**src/rtl/watch_time_set.sv**
```systemverilog
// User time-setting front end: synchronises and debounces four switches, steps a
// set-mode FSM over hour/minute/second BCD fields and strobes the new time out.
module watch_time_set #(
  parameter int DEBOUNCE_CNT = 250000,
  parameter int CNT_W        = 18
) (
  input  logic       clk,
  input  logic       rst,
  input  logic [3:0] sw_in,
  input  logic [3:0] sec_1,
  input  logic [2:0] sec_10,
  input  logic [3:0] min_1,
  input  logic [2:0] min_10,
  input  logic [3:0] hour_1,
  input  logic [1:0] hour_10,
  output logic [3:0] set_sec_1,
  output logic [2:0] set_sec_10,
  output logic [3:0] set_min_1,
  output logic [2:0] set_min_10,
  output logic [3:0] set_hour_1,
  output logic [1:0] set_hour_10,
  output logic       load,
  output logic       run_en,
  output logic [1:0] set_mode
);

  typedef enum logic [1:0] {
    RUN      = 2'b00,
    SET_HOUR = 2'b01,
    SET_MIN  = 2'b10,
    SET_SEC  = 2'b11
  } state_t;

  localparam logic [CNT_W-1:0] CNT_MAX = CNT_W'(DEBOUNCE_CNT - 1);

  state_t           state;
  logic [3:0]       sync_p0;
  logic [3:0]       sync_p1;
  logic [3:0]       db_lvl;
  logic [3:0]       press_p2;
  logic [CNT_W-1:0] db_cnt [4];

  logic mode_pr, up_pr, dn_pr, cf_pr;
  assign mode_pr = press_p2[0];
  assign up_pr   = press_p2[1];
  assign dn_pr   = press_p2[2];
  assign cf_pr   = press_p2[3];

  assign set_mode = state;

  // Hours run 00..23; result packed as {tens[1:0], units[3:0]}.
  function automatic logic [5:0] hour_step(input logic [1:0] h10, input logic [3:0] h1,
                                           input logic up);
    logic [5:0] r;
    if (up) begin
      if (h10 >= 2'd2 && h1 >= 4'd3) r = {2'd0, 4'd0};
      else if (h1 >= 4'd9)           r = {h10 + 2'd1, 4'd0};
      else                           r = {h10, h1 + 4'd1};
    end else begin
      if (h10 == 2'd0 && h1 == 4'd0) r = {2'd2, 4'd3};
      else if (h1 == 4'd0)           r = {h10 - 2'd1, 4'd9};
      else                           r = {h10, h1 - 4'd1};
    end
    return r;
  endfunction

  // Minutes and seconds run 00..59; result packed as {tens[2:0], units[3:0]}.
  function automatic logic [6:0] ms_step(input logic [2:0] t10, input logic [3:0] u1,
                                         input logic up);
    logic [6:0] r;
    if (up) begin
      if (t10 >= 3'd5 && u1 >= 4'd9) r = {3'd0, 4'd0};
      else if (u1 >= 4'd9)           r = {t10 + 3'd1, 4'd0};
      else                           r = {t10, u1 + 4'd1};
    end else begin
      if (t10 == 3'd0 && u1 == 4'd0) r = {3'd5, 4'd9};
      else if (u1 == 4'd0)           r = {t10 - 3'd1, 4'd9};
      else                           r = {t10, u1 - 4'd1};
    end
    return r;
  endfunction

  // Stage p0/p1: two-flop synchroniser per switch
  always_ff @(posedge clk or negedge rst) begin
    if (!rst) begin
      sync_p0 <= '0;
      sync_p1 <= '0;
    end else begin
      sync_p0 <= sw_in;
      sync_p1 <= sync_p0;
    end
  end

  // Stage p2: debounce; a press pulse fires only when the accepted level rises
  always_ff @(posedge clk or negedge rst) begin
    if (!rst) begin
      db_lvl   <= '0;
      press_p2 <= '0;
      for (int i = 0; i < 4; i++) db_cnt[i] <= '0;
    end else begin
      for (int i = 0; i < 4; i++) begin
        press_p2[i] <= 1'b0;
        if (sync_p1[i] == db_lvl[i]) begin
          db_cnt[i] <= '0;
        end else if (db_cnt[i] == CNT_MAX) begin
          db_lvl[i]   <= sync_p1[i];
          db_cnt[i]   <= '0;
          press_p2[i] <= sync_p1[i];
        end else begin
          db_cnt[i] <= db_cnt[i] + 1'b1;
        end
      end
    end
  end

  // Stage p3: set-mode FSM and edit registers
  always_ff @(posedge clk or negedge rst) begin
    if (!rst) begin
      state       <= RUN;
      run_en      <= 1'b1;
      load        <= 1'b0;
      set_sec_1   <= '0;
      set_sec_10  <= '0;
      set_min_1   <= '0;
      set_min_10  <= '0;
      set_hour_1  <= '0;
      set_hour_10 <= '0;
    end else begin
      load <= 1'b0;
      if (state == RUN) begin
        if (mode_pr) begin
          set_sec_1   <= sec_1;
          set_sec_10  <= sec_10;
          set_min_1   <= min_1;
          set_min_10  <= min_10;
          set_hour_1  <= hour_1;
          set_hour_10 <= hour_10;
          state       <= SET_HOUR;
          run_en      <= 1'b0;
        end
      end else if (cf_pr || (mode_pr && state == SET_SEC)) begin
        state  <= RUN;
        run_en <= 1'b1;
        load   <= 1'b1;
      end else if (mode_pr) begin
        state <= (state == SET_HOUR) ? SET_MIN : SET_SEC;
      end else if (up_pr ^ dn_pr) begin
        case (state)
          SET_HOUR: {set_hour_10, set_hour_1} <= hour_step(set_hour_10, set_hour_1, up_pr);
          SET_MIN:  {set_min_10, set_min_1}   <= ms_step(set_min_10, set_min_1, up_pr);
          default:  {set_sec_10, set_sec_1}   <= ms_step(set_sec_10, set_sec_1, up_pr);
        endcase
      end
    end
  end

endmodule

```
**config.mk**
```make
export PLATFORM = sky130hd
export DESIGN_NAME = watch_time_set
export DESIGN_NICKNAME = d
export VERILOG_FILES = /design/src/rtl/watch_time_set.sv
export SDC_FILE = /design/constraint.sdc
export NUM_CORES = 1
export LEC_CHECK = 0
export CAP_MARGIN = 0
export CORE_MARGIN = 3
export CORE_UTILIZATION = 35
export CTS_CLUSTER_SIZE = 12
export DETAILED_ROUTE_END_ITERATION = 6
export HOLD_SLACK_MARGIN = 0.15
export PLACE_DENSITY = 0.62
export SYNTH_ARGS = -nofsm -noshare
export SYNTH_HDL_FRONTEND = slang
export SYNTH_SLANG_ARGS = --single-unit
```
**constraint.sdc**
```tcl
create_clock -name clk -period 2.1 [get_ports clk]
set_input_delay 0.315 -clock clk [delete_from_list [all_inputs] [get_ports clk]]
set_output_delay 0.315 -clock clk [all_outputs]
set_load 0.05 [all_outputs]
```
# --- Word-level counts from Yosys, hierarchy flattened ---
# Cells that the tools add are included.
classes:
  add_sub_neg: 16
  magnitude_cmp: 7
  eq_ne: 18
  n_mux: 77
  bitwise_logic: 5
  reduce_logical: 36
op_table:
  columns: ["cell", "n"]
  rows:
  - ["18-bit two-way mux", 8]
  - ["18-bit by 1-bit adder with 18-bit output, second input constant", 4]
  - ["18-bit equality test, second input constant", 4]
  - ["4-bit two-way mux", 18]
  - ["7-bit two-way mux", 10]
  - ["3-bit two-way mux", 12]
  - ["6-bit two-way mux", 5]
  - ["7-bit AND reduction", 3]
  - ["2-bit two-way mux", 10]
  - ["5-bit by 2-bit != test with 1-bit output, second input constant", 3]
  - ["5-bit AND reduction", 3]
  - ["5-bit nonzero test", 3]
  - ["1-bit two-way mux", 14]
  - ["4-bit by 1-bit adder with 4-bit output, second input constant", 3]
  - ["4-bit greater-or-equal comparator, second input constant", 3]
  - ["4-bit logical NOT", 3]
  - ["2-bit AND reduction", 6]
  - ["4-bit by 1-bit subtractor with 4-bit output, second input constant", 3]
  - ["3-bit nonzero test", 3]
  - ["1-bit logical AND", 7]
  - ["3-bit by 1-bit adder with 3-bit output, second input constant", 2]
  - ["3-bit greater-or-equal comparator, second input constant", 2]
  - ["3-bit logical NOT", 2]
  - ["3-bit by 1-bit subtractor with 3-bit output, second input constant", 2]
  - ["16 further kinds", 26]
word_totals:
  reg_bits: 112
  in_bits: 26
  output_inout_bits: 24
  wordCells: 179

# --- Depth between registers and ports, before layout ---
depth:
  word_depth: 9
  mapped_depth: 9
  depth_no_buf: 7

# --- Worst setup path before layout ---
# Ideal clock, no wire load.
synth_timing:
  kind: "reg-to-reg"
  startpoint: "register state[0], in the netlist set_mode[0]"
  endpoint: "register set_min_10[0]"
  setup_ns: 0.125
  arrival_ns: 2.265
  required_ns: 1.975
  setup_slack_ns: -0.290
  stages_incl_launch_ff: 8
  path_buffers: 1
  synth_period_minus_slack_ns: 2.390
  cell_sequence: "dfrtp_1 > inv_1 > ha_1 > clkbuf_1 > nor3_1 > a31oi_2 > a31oi_4 > mux2_2"
synth_via:
  elab_chain_len: 5
  elab_cells_between_ends: 14
  cone_classes: "eq/ne: 6; mux: 1; reduce/logical: 7"
synth_rtl:
  columns: ["item", "line_no", "source"]
  rows:
  - ["start, declared", "36", "state_t state;"]
  - ["start signal, assigned", "146", "state <= (state == SET_HOUR) ? SET_MIN : SET_SEC;"]
  - ["2-bit equality test", "141", "end else if (cf_pr || (mode_pr && state == SET_SEC)) begin"]
  - ["1-bit logical AND", "141", null]
  - ["1-bit logical OR", "141", null]
  - ["5-bit by 2-bit != test with 1-bit output (no line) (tied with other cells)", null, null]
  - ["7-bit AND reduction (no line)", null, null]
  - ["end signal, assigned", "135", "set_min_10 <= min_10;"]
  - ["end signal, assigned", "150", "SET_MIN: {set_min_10, set_min_1} <= ms_step(set_min_10, set_min_1, up_pr);"]
  - ["end, declared", "19", "output logic [2:0] set_min_10,"]
# Parallel ways exist; a longest one is shown, timed or not.
# A chain may end at the register's enable or synchronous reset.

# --- Worst setup path after layout ---
layout_timing:
  startpoint: "register set_hour_1[1]"
  endpoint: "register set_hour_10[1]"
layout_via:
  elab_chain_len: 9
  elab_cells_between_ends: 16
  cone_classes: "order compare: 2; eq/ne: 1; mux: 8; reduce/logical: 5"
layout_rtl:
  columns: ["item", "line_no", "source"]
  rows:
  - ["start, declared", "20", "output logic [3:0] set_hour_1,"]
  - ["start signal, assigned", "136", "set_hour_1 <= hour_1;"]
  - ["start signal, assigned", "149", "SET_HOUR: {set_hour_10, set_hour_1} <= hour_step(set_hour_10, set_hour_1, up_pr);"]
  - ["4-bit by 2-bit greater-or-equal comparator with 1-bit output / 4-bit logical NOT (equally long branches)", "56, 60, 61", null]
  - ["1-bit logical AND, on equally long branches", "56, 60", null]
  - ["6-bit two-way mux, on equally long branches", "56, 60", null]
  - ["6-bit two-way mux", "55", "if (up) begin"]
  - ["2-bit two-way mux", "148", "case (state)"]
  - ["2-bit two-way mux", "147", "end else if (up_pr ^ dn_pr) begin"]
  - ["2-bit two-way mux", "145", "end else if (mode_pr) begin"]
  - ["2-bit two-way mux", "141", null]
  - ["2-bit two-way mux", "130", "if (state == RUN) begin"]
  - ["end signal, assigned", "137", "set_hour_10 <= hour_10;"]
  - ["end signal, assigned", "149", null]
  - ["end, declared", "21", "output logic [1:0] set_hour_10,"]
# Parallel ways exist; a longest one is shown, timed or not. The select of a mux whose other input is x is not followed.

==> impl_metrics.csv <==
group,metric,value,unit
setup_path,class_of_the_most_critical_setup_path,"flop to flop",
setup_path,reg2reg_to,"set_hour_10[1]",
floorplanning,core_area,0.0168,mm²
timing,rsz0062_at_grt,"no",
global_route,grt_pass1_wl,22.4,mm
clocking,numClockSinks,112,
route,detailedRoute.firstPassIterationCount,4,
floorplanning,dieArea,0.0191,mm²
timing,finalHoldViolations,0,
setup_path,cp.arrival,2.33,ns
timing,postLayoutSetupSlackWorst,0.0604,ns
route,viasPerCell,5.11,
layout,ant_diodes,0,
setup_path,slowest_delay,0.44,ns
run_status,run_status,"finished, final reports clean",
route,wl,12.9,mm
clocking,htree_num_levels,3,
layout,syn2layout_area_growth,19.8,%
min_path,min-delay-path-class,"primary input to asynchronous set/reset pin",
global_route,antenna_found_initial,0,
yosys,synth_top_flop_cell,"dfrtp_1",
setup_path,cp_top_family,"simple AND/OR/NAND/NOR gates",
setup_path,timing.critical_path.fanout_max,6,
yosys,synth.ff_latch_count,112,
yosys,synth-warning-count,0,
timing,finalSetupViolations,0,
yosys,netlist_instances,630,
clocking,cts_tree,"built",
yosys,synth_cell_type_count,61,
power,vdd_ir_drop_max,0.000438,V
setup_path,critPathSlowestCell,"dfrtp_2",
global_route,grt_remaining_overflow,0,
global_route,first_global_vias,4826,
route,drt_iter0_drc,259,
clocking,clk_pin_slew,0.08,ns
global_route,overall_track_demand_over_capacity_in_global_routing,13.8,%
job,maxCapViolations,0,
clocking,clock_latency,0.36,ns
layout,drive_gt1_share,10.8,%
floorplanning,top_level_ports,50,
yosys,synth_enable_flop_cells,0,
placed_design,numPortBuffers,49,
timing,fin_skew,0.0129,ns
timing,highest_attainable_clock_frequency,0.490,GHz
setup_path,crit_chain,"inv_1, ha_1, or3b_1, or2_4, a211oi_1, a211oi_1, mux2i_1",
timing,max-slew-margin-rel,60.2,%
layout,final_cell_area,0.00732,mm²
clocking,root_buffer,"clkbuf_16",
timing,finalMaxSlewViolations,0,
setup_path,setup.worst_path.end_class,"flop",
yosys,synth.cell_area,0.00611,mm²
yosys,synth.avg_cell_area,9.70,µm²
route,ant_nets,0,
route,drc_errors_left,0,
placed_design,globalplace.congestion,0.890,
setup_path,timing.critical_path.required,2.39,ns
layout,finish.utilization,43.6,%
timing,final.min_clock_period,2.04,ns
floorplanning,start_util,36.3,%
route,post_drt_wl_per_cell,14.0,µm
setup_path,startpoint_type,"flop",
yosys,synth_nets,686,
floorplanning,die_h,138,µm
setup_path,cpMostUsedCell,"a211oi_1",
yosys,postSynth.asyncResetShare,100,%
setup_path,critical_path.n_buffers_inverters,1,
floorplanning,placement_rows,47,
placed_design,hpwl,9.20,mm
global_route,grt_max_degree,100,
layout,n_fill_cell,1621,
timing,final_min_period_over_clock_period,97.1,%
setup_path,ff2ff_setup_slack,0.06,ns
yosys,sequential_share_of_the_synthesized_area,45.9,%
power,p_leak,0.00319,µW
placed_design,placement.cell_area,0.00700,mm²
timing,tightest_slew,0.592,ns
setup_path,ff2ff_path_depth,7,
clocking,clock_path_buffers,2,
layout,layout.nets,754,
placed_design,preCtsSetupSlack,0.0598,ns
floorplanning,die_width,138,µm
power,pwr_density_cell,571,mW/mm²
route,route.vias.total,4719,
clocking,numCtsBuffers,9,
setup_path,regToRegStartpoint,"set_hour_1[1]",
## power breakdown
group,switching (µW),leakage [µW],internal [µW]
registers,32.0,0.00144,2190
clock network,814,0.000147,934
logic,121,0.00160,92.5
## final cells by class
cell class                      count  area, µm²  share of cell area, %
Clock buffer                       10        229                   3.13
Clock inverter                      6       66.3                  0.905
Inverter                           25       93.8                   1.28
Multi-Input combinational cell    478       3170                   43.3
Sequential cell                   112       2820                   38.4
Tap cell                          220        275                   3.76
Timing Repair Buffer               72        677                   9.24
## cell usage after synthesis (all sizes together), types with 3 or more instances
library cell | number | share of area (%)
clkbuf | 7 | 0.43
o21ai | 18 | 1.5
a211oi | 9 | 1.1
xor2 | 44 | 6.3
nand3b | 3 | 0.37
nor4 | 6 | 0.61
nand3 | 34 | 2.8
and4 | 4 | 0.57
mux2 | 7 | 1.3
o32ai | 3 | 0.43
a22oi | 3 | 0.37
nor2 | 107 | 6.6
nand4 | 17 | 1.7
and2 | 3 | 0.31
inv | 25 | 1.5
nor2b | 5 | 0.51
xnor2 | 28 | 4.0
nand2 | 41 | 2.6
and3 | 16 | 1.7
o31ai | 8 | 0.98
mux2i | 3 | 0.49
dfrtp | 111 | 45
nand2b | 9 | 0.92
a311oi | 4 | 0.57
a21oi | 12 | 0.98
or3b | 3 | 0.43
o22ai | 4 | 0.41
buf | 8 | 0.76
or3 | 3 | 0.31
a31oi | 5 | 0.96
nor3 | 14 | 1.2
nor3b | 7 | 0.86
nor4b | 8 | 1.4
ha | 30 | 6.1
## per-layer routing
metal,global-route usage (%),vias to the layer above,part of all wire [%]
li1,-,2336,-
met1,17.7,2305,47
met2,23.0,71,48
met3,4.07,7,3.7
met4,3.07,0,0.82
met5,0,-,0
## cells by family (layout without fill, tap and decap cells)
family	after synthesis	after routing	synth area share, %
flip-flops	112	112	45.9
multiplexers	10	10	1.78
AO/OA/AOI/OAI	79	79	9.41
XOR/XNOR	72	72	10.3
AND/OR/NAND/NOR	287	287	23.8
buffers and inverters	40	113	2.72
adder cells (fa/ha/maj)	30	30	6.14
## how the worst max path moves through the flow
| stage | start | endpoint | slack [ns] | depth (start not counted) |
|---|---|---|---|---|
| final | set_hour_1[1] | set_hour_10[1] | 0.06 | 7 |
| after global routing | set_hour_1[0] | set_hour_1[2] | 0.002 | 6 |
| after CTS | set_min_1[2] | set_min_1[2] | 0.03 | 2 |
| after detailed placement | set_hour_1[0] | set_hour_10[0] | 0.06 | 6 |
| after global placement | set_sec_1[0] | set_sec_10[1] | 0.14 | 6 |
| after floorplan | set_min_1[0] | set_min_10[0] | -0.07 | 7 |
## metrics by stage
stage | power (µW) | hold WS (ns) | std cells | TNS (ns)
floorplan | 2340 | 0.0194 | 630 | -0.0675
global placement | 2470 | 0.178 | 906 | 0
detailed placement | 2480 | 0.179 | 906 | 0
CTS | 4250 | 0.328 | 923 | 0
global route | 4360 | 0.350 | 923 | 0
finish | 4180 | 0.337 | 923 | 0
## sequential cells by signal (all words and copies together), names as in the netlist, 2 cells and up
name	cells
db_cnt	72
db_lvl	4
press_p2	4
set_hour_1	4
set_min_1	4
set_sec_1	4
sync_p0	4
sync_p1	4
set_min_10	3
set_sec_10	3
set_hour_10	2
set_mode	2
## placed cells by master (no fill, tap or decap), drive strengths merged, types with 3 or more instances in the layout
master           n
dfrtp          111
nor2           107
xor2            44
clkdlybuf4s50   44
nand2           41
nand3           34
ha              30
xnor2           28
inv             27
buf             24
o21ai           18
nand4           17
and3            16
nor3            14
a21oi           12
clkbuf          10
nand2b           9
a211oi           9
o31ai            8
nor4b            8
nor3b            7
mux2             7
nor4             6
nor2b            5
a31oi            5
and4             4
a311oi           4
o22ai            4
nand3b           3
or3              3
o32ai            3
a22oi            3
mux2i            3
and2             3
or3b             3
clkinv           3
## worst reg2reg max path, stage by stage, from the launching register on
cell,delay [ns]
dfrtp_2,0.44
inv_1,0.14
ha_1,0.23
or3b_1,0.41
or2_4,0.28
a211oi_1,0.23
a211oi_1,0.09
mux2i_1,0.14
## timing repair
item | CTS | global route
endpoints found under the setup margin | 1 | 12
hold buffers | 1 | 0
hold endpoints to repair | 13 | 0
resized for setup | 1 | 9
setup buffers | 0 | 0
gates cloned | 0 | 0
pin swaps | 0 | 0
Note: power is estimated with default switching activity, not from simulation.
